--- config.mk ---
export PLATFORM = sky130hd
export DESIGN_NAME = divfrec_multi
export DESIGN_NICKNAME = d
export VERILOG_FILES = /design/src/rtl/divfrec_pkg.sv /design/src/rtl/divfrec_chan.sv /design/src/rtl/divfrec_multi.sv
export SDC_FILE = /design/constraint.sdc
export NUM_CORES = 1
export LEC_CHECK = 0
export ABC_AREA = 1
export ABC_CLOCK_PERIOD_IN_PS = 6100
export CAP_MARGIN = 20
export CORE_AREA = 2 2 126 128
export CTS_CLUSTER_SIZE = 20
export DETAILED_ROUTE_END_ITERATION = 8
export DIE_AREA = 0 0 128 130
export PLACE_DENSITY = 0.81
export SYNTH_ARGS = -nofsm -noshare
export SYNTH_HDL_FRONTEND = slang
export SYNTH_SLANG_ARGS = --single-unit
--- constraint.sdc ---
create_clock -name clk -period 6.1 [get_ports clk]
set_input_delay 1.22 -clock clk [delete_from_list [all_inputs] [get_ports clk]]
set_output_delay 1.22 -clock clk [all_outputs]
set_load 0.02 [all_outputs]
--- src/rtl/divfrec_pkg.sv ---
// Shared types, defaults and the divisor clamp for the divfrec_multi clock divider.
package divfrec_pkg;

  localparam int unsigned DIVFREC_CNT_W_DEF   = 16;
  localparam int unsigned DIVFREC_DEFAULT_DIV = 500;
  localparam int unsigned DIVFREC_MIN_DIV     = 2;

  typedef struct packed {
    logic [DIVFREC_CNT_W_DEF-1:0] div;
    logic [DIVFREC_CNT_W_DEF-1:0] high;
  } divfrec_cfg_t;

  typedef enum logic {
    CH_IDLE,
    CH_RUN
  } divfrec_state_t;

  // A period shorter than two cycles cannot hold both a high and a low phase.
  function automatic divfrec_cfg_t divfrec_clamp(input divfrec_cfg_t c);
    divfrec_cfg_t r;
    r = c;
    if (c.div < DIVFREC_CNT_W_DEF'(DIVFREC_MIN_DIV))
      r.div = DIVFREC_CNT_W_DEF'(DIVFREC_MIN_DIV);
    return r;
  endfunction

endpackage

--- src/rtl/divfrec_chan.sv ---
// One divider channel: shadow/active config pair, period counter, registered clk/tick.
// With DIVFREC_SYNC_EN defined, sync_i restarts a running channel at count 0.
module divfrec_chan
  import divfrec_pkg::*;
#(
  parameter int unsigned DEFAULT_DIV = DIVFREC_DEFAULT_DIV
) (
  input  logic         clk,
  input  logic         rst,
  input  logic         en_i,
  input  logic         load_i,
  input  divfrec_cfg_t cfg_i,
`ifdef DIVFREC_SYNC_EN
  input  logic         sync_i,
`endif
  output logic         clk_out_o,
  output logic         tick_o
);

  localparam int unsigned W = DIVFREC_CNT_W_DEF;
  localparam divfrec_cfg_t CFG_RST = '{div: W'(DEFAULT_DIV), high: W'(DEFAULT_DIV / 2)};

  divfrec_state_t state_q, state_d;
  logic [W-1:0]   cnt_q, cnt_d;
  divfrec_cfg_t   shadow_q, shadow_d;
  divfrec_cfg_t   active_q, active_d;
  logic           clk_out_q, clk_out_d;
  logic           tick_q, tick_d;
  logic           wrap, restart, transfer;

  // cnt_q is the count of the cycle currently on the outputs; the _d values
  // describe the next output cycle, so clk_out/tick stay purely registered.
  always_comb begin
    shadow_d  = load_i ? cfg_i : shadow_q;
    wrap      = (cnt_q == active_q.div - W'(1));
    restart   = 1'b0;
`ifdef DIVFREC_SYNC_EN
    restart   = sync_i;
`endif
    transfer  = (state_q == CH_IDLE) || wrap || restart;
    active_d  = transfer ? divfrec_clamp(shadow_q) : active_q;
    state_d   = en_i ? CH_RUN : CH_IDLE;
    cnt_d     = '0;
    clk_out_d = 1'b0;
    tick_d    = 1'b0;
    if (en_i) begin
      cnt_d     = transfer ? '0 : cnt_q + W'(1);
      clk_out_d = (cnt_d < active_d.high);
      tick_d    = (cnt_d == '0);
    end
  end

  always_ff @(posedge clk or posedge rst) begin
    if (rst) begin
      state_q   <= CH_IDLE;
      cnt_q     <= '0;
      shadow_q  <= CFG_RST;
      active_q  <= CFG_RST;
      clk_out_q <= 1'b0;
      tick_q    <= 1'b0;
    end else begin
      state_q   <= state_d;
      cnt_q     <= cnt_d;
      shadow_q  <= shadow_d;
      active_q  <= active_d;
      clk_out_q <= clk_out_d;
      tick_q    <= tick_d;
    end
  end

  assign clk_out_o = clk_out_q;
  assign tick_o    = tick_q;

endmodule

--- src/rtl/divfrec_multi.sv ---
// Multi-channel programmable clock divider / tick generator (CNT_W up to 16).
// Optional macro DIVFREC_SYNC_EN adds the sync input for a phase-aligned restart.
module divfrec_multi
  import divfrec_pkg::*;
#(
  parameter int unsigned NCH         = 2,
  parameter int unsigned CNT_W       = DIVFREC_CNT_W_DEF,
  parameter int unsigned DEFAULT_DIV = DIVFREC_DEFAULT_DIV
) (
  input  logic                                clk,
  input  logic                                rst,
  input  logic [NCH-1:0]                      en,
  input  logic                                load,
  input  logic [((NCH > 1) ? $clog2(NCH) : 1)-1:0] load_ch,
  input  logic [CNT_W-1:0]                    div_in,
  input  logic [CNT_W-1:0]                    high_in,
`ifdef DIVFREC_SYNC_EN
  input  logic                                sync,
`endif
  output logic [NCH-1:0]                      clk_out,
  output logic [NCH-1:0]                      tick
);

  localparam int unsigned LCH_W = (NCH > 1) ? $clog2(NCH) : 1;

  divfrec_cfg_t load_cfg;

  assign load_cfg = '{div: DIVFREC_CNT_W_DEF'(div_in), high: DIVFREC_CNT_W_DEF'(high_in)};

  // load_ch values >= NCH match no channel and are dropped.
  for (genvar i = 0; i < NCH; i++) begin : g_ch
    logic load_s;
    assign load_s = load && (load_ch == LCH_W'(i));

    divfrec_chan #(
      .DEFAULT_DIV(DEFAULT_DIV)
    ) u_chan (
      .clk      (clk),
      .rst      (rst),
      .en_i     (en[i]),
      .load_i   (load_s),
      .cfg_i    (load_cfg),
`ifdef DIVFREC_SYNC_EN
      .sync_i   (sync),
`endif
      .clk_out_o(clk_out[i]),
      .tick_o   (tick[i])
    );
  end

endmodule
==> flow_metrics.env <==
export IMPL_syn_inst=1126
export IMPL_synthXorXnorAreaFrac_pct=3.17
export IMPL_place_ws_ns=2.19
export IMPL_clkSinkCount=166
export IMPL_synth_compound_area_share_pct=9.29
export IMPL_ys_flop_type="dfrtp_1"
export IMPL_power_uw=2850
export IMPL_synthMuxAreaShare_pct=0
export IMPL_fin_crit_sh_pct=64.9
export IMPL_required_ns=6.47
export IMPL_holdBufCountCts=0
export IMPL_dpl_instance_area_mm2=0.00958
export IMPL_die_area_mm2=0.0166
export IMPL_antenna_found_initial=0
export IMPL_viasPerCell=5.37
export IMPL_post_route_cell_area_mm2=0.0101
export IMPL_cts_inserted_buffers=17
export IMPL_p_leak_uw=0.00501
export IMPL_finalMaxSlewViolations=0
export IMPL_grt_max_degree=65
export IMPL_row_count=46
export IMPL_p_sw_uw=829
export IMPL_swShare_pct=29.1
export IMPL_drtPass1Iterations=5
export IMPL_boundaryPins=42
export IMPL_drc=0
export IMPL_setup_violations=0
export IMPL_p_per_area_mw_per_mm2=281
export IMPL_startpoint="g_ch[0].u_chan.active_q[16]"
export IMPL_synth_warnings=0
export IMPL_ys_seq_elements=166
export IMPL_drive_gt1_share_pct=15.4
export IMPL_synth_cell_types=43
export IMPL_nets=1225
export IMPL_layout_commonest_cell="nand2_1"
export IMPL_grt_usage_pct=25.9
export IMPL_fmax_mhz=252
export IMPL_initial_core_util_pct=59.0
export IMPL_ir_worst_vdd_mv=0.213
export IMPL_first_iter_violations=669
export IMPL_critPathBufInv=2
export IMPL_tightestPinTransition_ns=0.938
export IMPL_synth_async_reset_ratio_pct=100
export IMPL_cts_setup_buffers=0
export IMPL_synthSimpleGateAreaFrac_pct=27.7
export IMPL_arrival_ns=4.33
export IMPL_path_depth=18
export IMPL_setup_ws_ns=2.14
export IMPL_routedWlPerCell_um=14.6
export IMPL_period_minus_slack_ns=3.96
export IMPL_max_cap_violations=0
export IMPL_die_h_um=130
export IMPL_cts_tree="built"
export IMPL_path_delay_family="simple AND/OR/NAND/NOR gates"
export IMPL_avgSynthCellArea_um2=8.09
export IMPL_r2r_start="g_ch[0].u_chan.active_q[16]"
export IMPL_core_area_mm2=0.0154
export IMPL_root_buffer="clkbuf_16"
export IMPL_cts_resized_gates=0
export IMPL_crit_path_max_fanout=58
export IMPL_synth_adder_area_share_pct=4.67
export IMPL_max_stage_delay_ns=0.47
export IMPL_synth_top_family_by_area="simple AND/OR/NAND/NOR gates"
export IMPL_endpoint="g_ch[0].u_chan.clk_out_o"
export IMPL_most_common_layout_cells="nand2_1 (282), inv_1 (147), dfrtp_1 (118), o21ai_0 (95), nor2_1 (94)"
export IMPL_cts_clk_slew_worst_paths_ns=0.06
export IMPL_internal_power_uw=2020
export IMPL_yosysSeqAreaShare_pct=46.3
export IMPL_slew_headroom_pct=37.2
export IMPL_dp_hpwl_mm=14.3
export IMPL_pwr_share_comb_pct=16.5
export IMPL_p_seq_share_pct=47.2
export IMPL_cp_end_kind="register"
export IMPL_tns_ns=0
export IMPL_gp_congestion=0.903
export IMPL_area_growth_pct=11.3
export IMPL_final_hold_viol_count=0
export IMPL_clock_power_share_pct=36.3
export IMPL_ff2ff_path_depth=18
export IMPL_path_cells="inv_2 -> ha_1 -> nand3_2 -> nor2_1 -> xor2_1 -> nand3_1 -> nor3_2 -> nand2_2 -> nand2_4 -> inv_2 -> or2_2 -> o21ai_2 -> ha_1 -> a21oi_1 -> nor2_1 -> a211oi_1 -> o221ai_1 -> a21oi_1"
export IMPL_vias=7295
export IMPL_clockBufferDepth=2
export IMPL_rsz0062_at_grt="no"
export IMPL_hold_path_class="register to register"
export IMPL_synth_nets=1198
export IMPL_skew_ns=0.0104
export IMPL_antennaDiodeCount=0
export IMPL_cp_start_kind="register"
export IMPL_clk_latency_ns=0.44
export IMPL_synth_edf_count=0
export IMPL_portBuffers=41
export IMPL_grt_pass1_wl_mm=34.0
export IMPL_grt_pass1_vias=7040
export IMPL_cts_htree_levels=4
export IMPL_reg2reg_to="g_ch[0].u_chan.clk_out_o"
export IMPL_slowest_stage="nand2_4"
export IMPL_die_w_um=128
export IMPL_grt_ovfl_total=0
export IMPL_status="finished, final reports clean"
export IMPL_totalWireLength_mm=19.8
export IMPL_reg2reg_slack_ns=2.14
export IMPL_ant_nets=0
export IMPL_syn_area_mm2=0.00910
export IMPL_whs_ns=0.485
export IMPL_crit_type="register to register"
## layout make-up
type,count,area (um^2)
clock buffers,22,464
clock inverters,10,96.3
fillers,1254,5290
inverters,160,608
multi-input cells,765,4090
flip-flops and latches,166,4210
well taps,192,240
repair buffers,43,425
## worst reg2reg max path: cells and delay by family (launching register included)
family                     cells  cell delay [ns]
adders and majority gates      2             0.51
buffers and inverters          2             0.52
and+or+nand+nor                8             1.61
DFF                            1             0.40
xor gates and xnor gates       1             0.18
AOI/OAI and AO/OA              5             0.69
## power groups by stage
stage | registers (uW) | logic [uW] | clock network, uW
2_1_floorplan | 1330 | 367 | 0
3_3_place_gp | 1360 | 453 | 0
3_5_place_dp | 1360 | 469 | 0
4_1_cts | 1340 | 473 | 1040
5_1_grt | 1360 | 545 | 1090
6_report | 1340 | 470 | 1030
## registers in the layout, summed over array words and instances, names as in the netlist
signal,cells
g_ch.u_chan.tick_o,2
g_ch.u_chan.state_q,2
g_ch.u_chan.clk_out_o,2
g_ch.u_chan.active_q,64
g_ch.u_chan.cnt_q,32
g_ch.u_chan.shadow_q,64
## synth_stat cells (6+ instances only)
library cell / instances / share of area, %
nand3_1: 42 / 2.3
clkbuf_1: 16 / 0.66
nor4_1: 10 / 0.69
xnor2_1: 12 / 1.2
a21oi_1: 13 / 0.71
buf_2: 7 / 0.38
nand2_1: 284 / 12
or2_2: 30 / 2.1
a211oi_1: 6 / 0.49
dfrtp_1: 118 / 32
xor2_1: 21 / 2.0
dfstp_2: 48 / 14
nand3b_1: 13 / 1.1
nor2_2: 12 / 0.82
ha_1: 34 / 4.7
nor3_1: 27 / 1.5
nor2_1: 94 / 3.9
o21ai_0: 95 / 5.2
inv_2: 9 / 0.37
inv_1: 148 / 6.1
nand2_2: 6 / 0.41
buf_4: 6 / 0.49
nand4_1: 12 / 0.82
o21ai_2: 22 / 2.1
## layer usage
layer	up-vias	track usage, %	share of wire [%]	routed length, um
met2	180	40.9	46	9060
met5	-	0	0	0
met3	45	4.39	4.0	796
met1	3435	36.5	47	9430
li1	3635	-	-	-
met4	0	9.76	2.8	562
## metrics by stage
stage | std cells | util [%]
final | 1358 | 65.7
after global routing | 1358 | 65.7
after CTS | 1358 | 65.7
after detailed placement | 1326 | 62.1
after global placement | 1326 | 62.1
after floorplan | 1126 | -
## logic make-up after synthesis
family,after synthesis
flip-flops,166
adder cells (fa/ha/maj),34
AO/OA/AOI/OAI,146
XOR/XNOR,33
AND/OR/NAND/NOR,552
buffers and inverters,195
## worst min path at each step
stage | start | end | depth (start not counted)
CTS | g_ch[1].u_chan.shadow_q[0] | g_ch[1].u_chan.shadow_q[0] | 2
finish | g_ch[1].u_chan.shadow_q[14] | g_ch[1].u_chan.shadow_q[14] | 2
detailed placement | g_ch[1].u_chan.shadow_q[12] | g_ch[1].u_chan.shadow_q[12] | 2
floorplan | g_ch[0].u_chan.shadow_q[10] | g_ch[0].u_chan.shadow_q[10] | 2
global placement | g_ch[1].u_chan.shadow_q[8] | g_ch[1].u_chan.shadow_q[8] | 2
global route | g_ch[1].u_chan.shadow_q[20] | g_ch[1].u_chan.active_q[20] | 2
(Power assumes the default switching activity.)
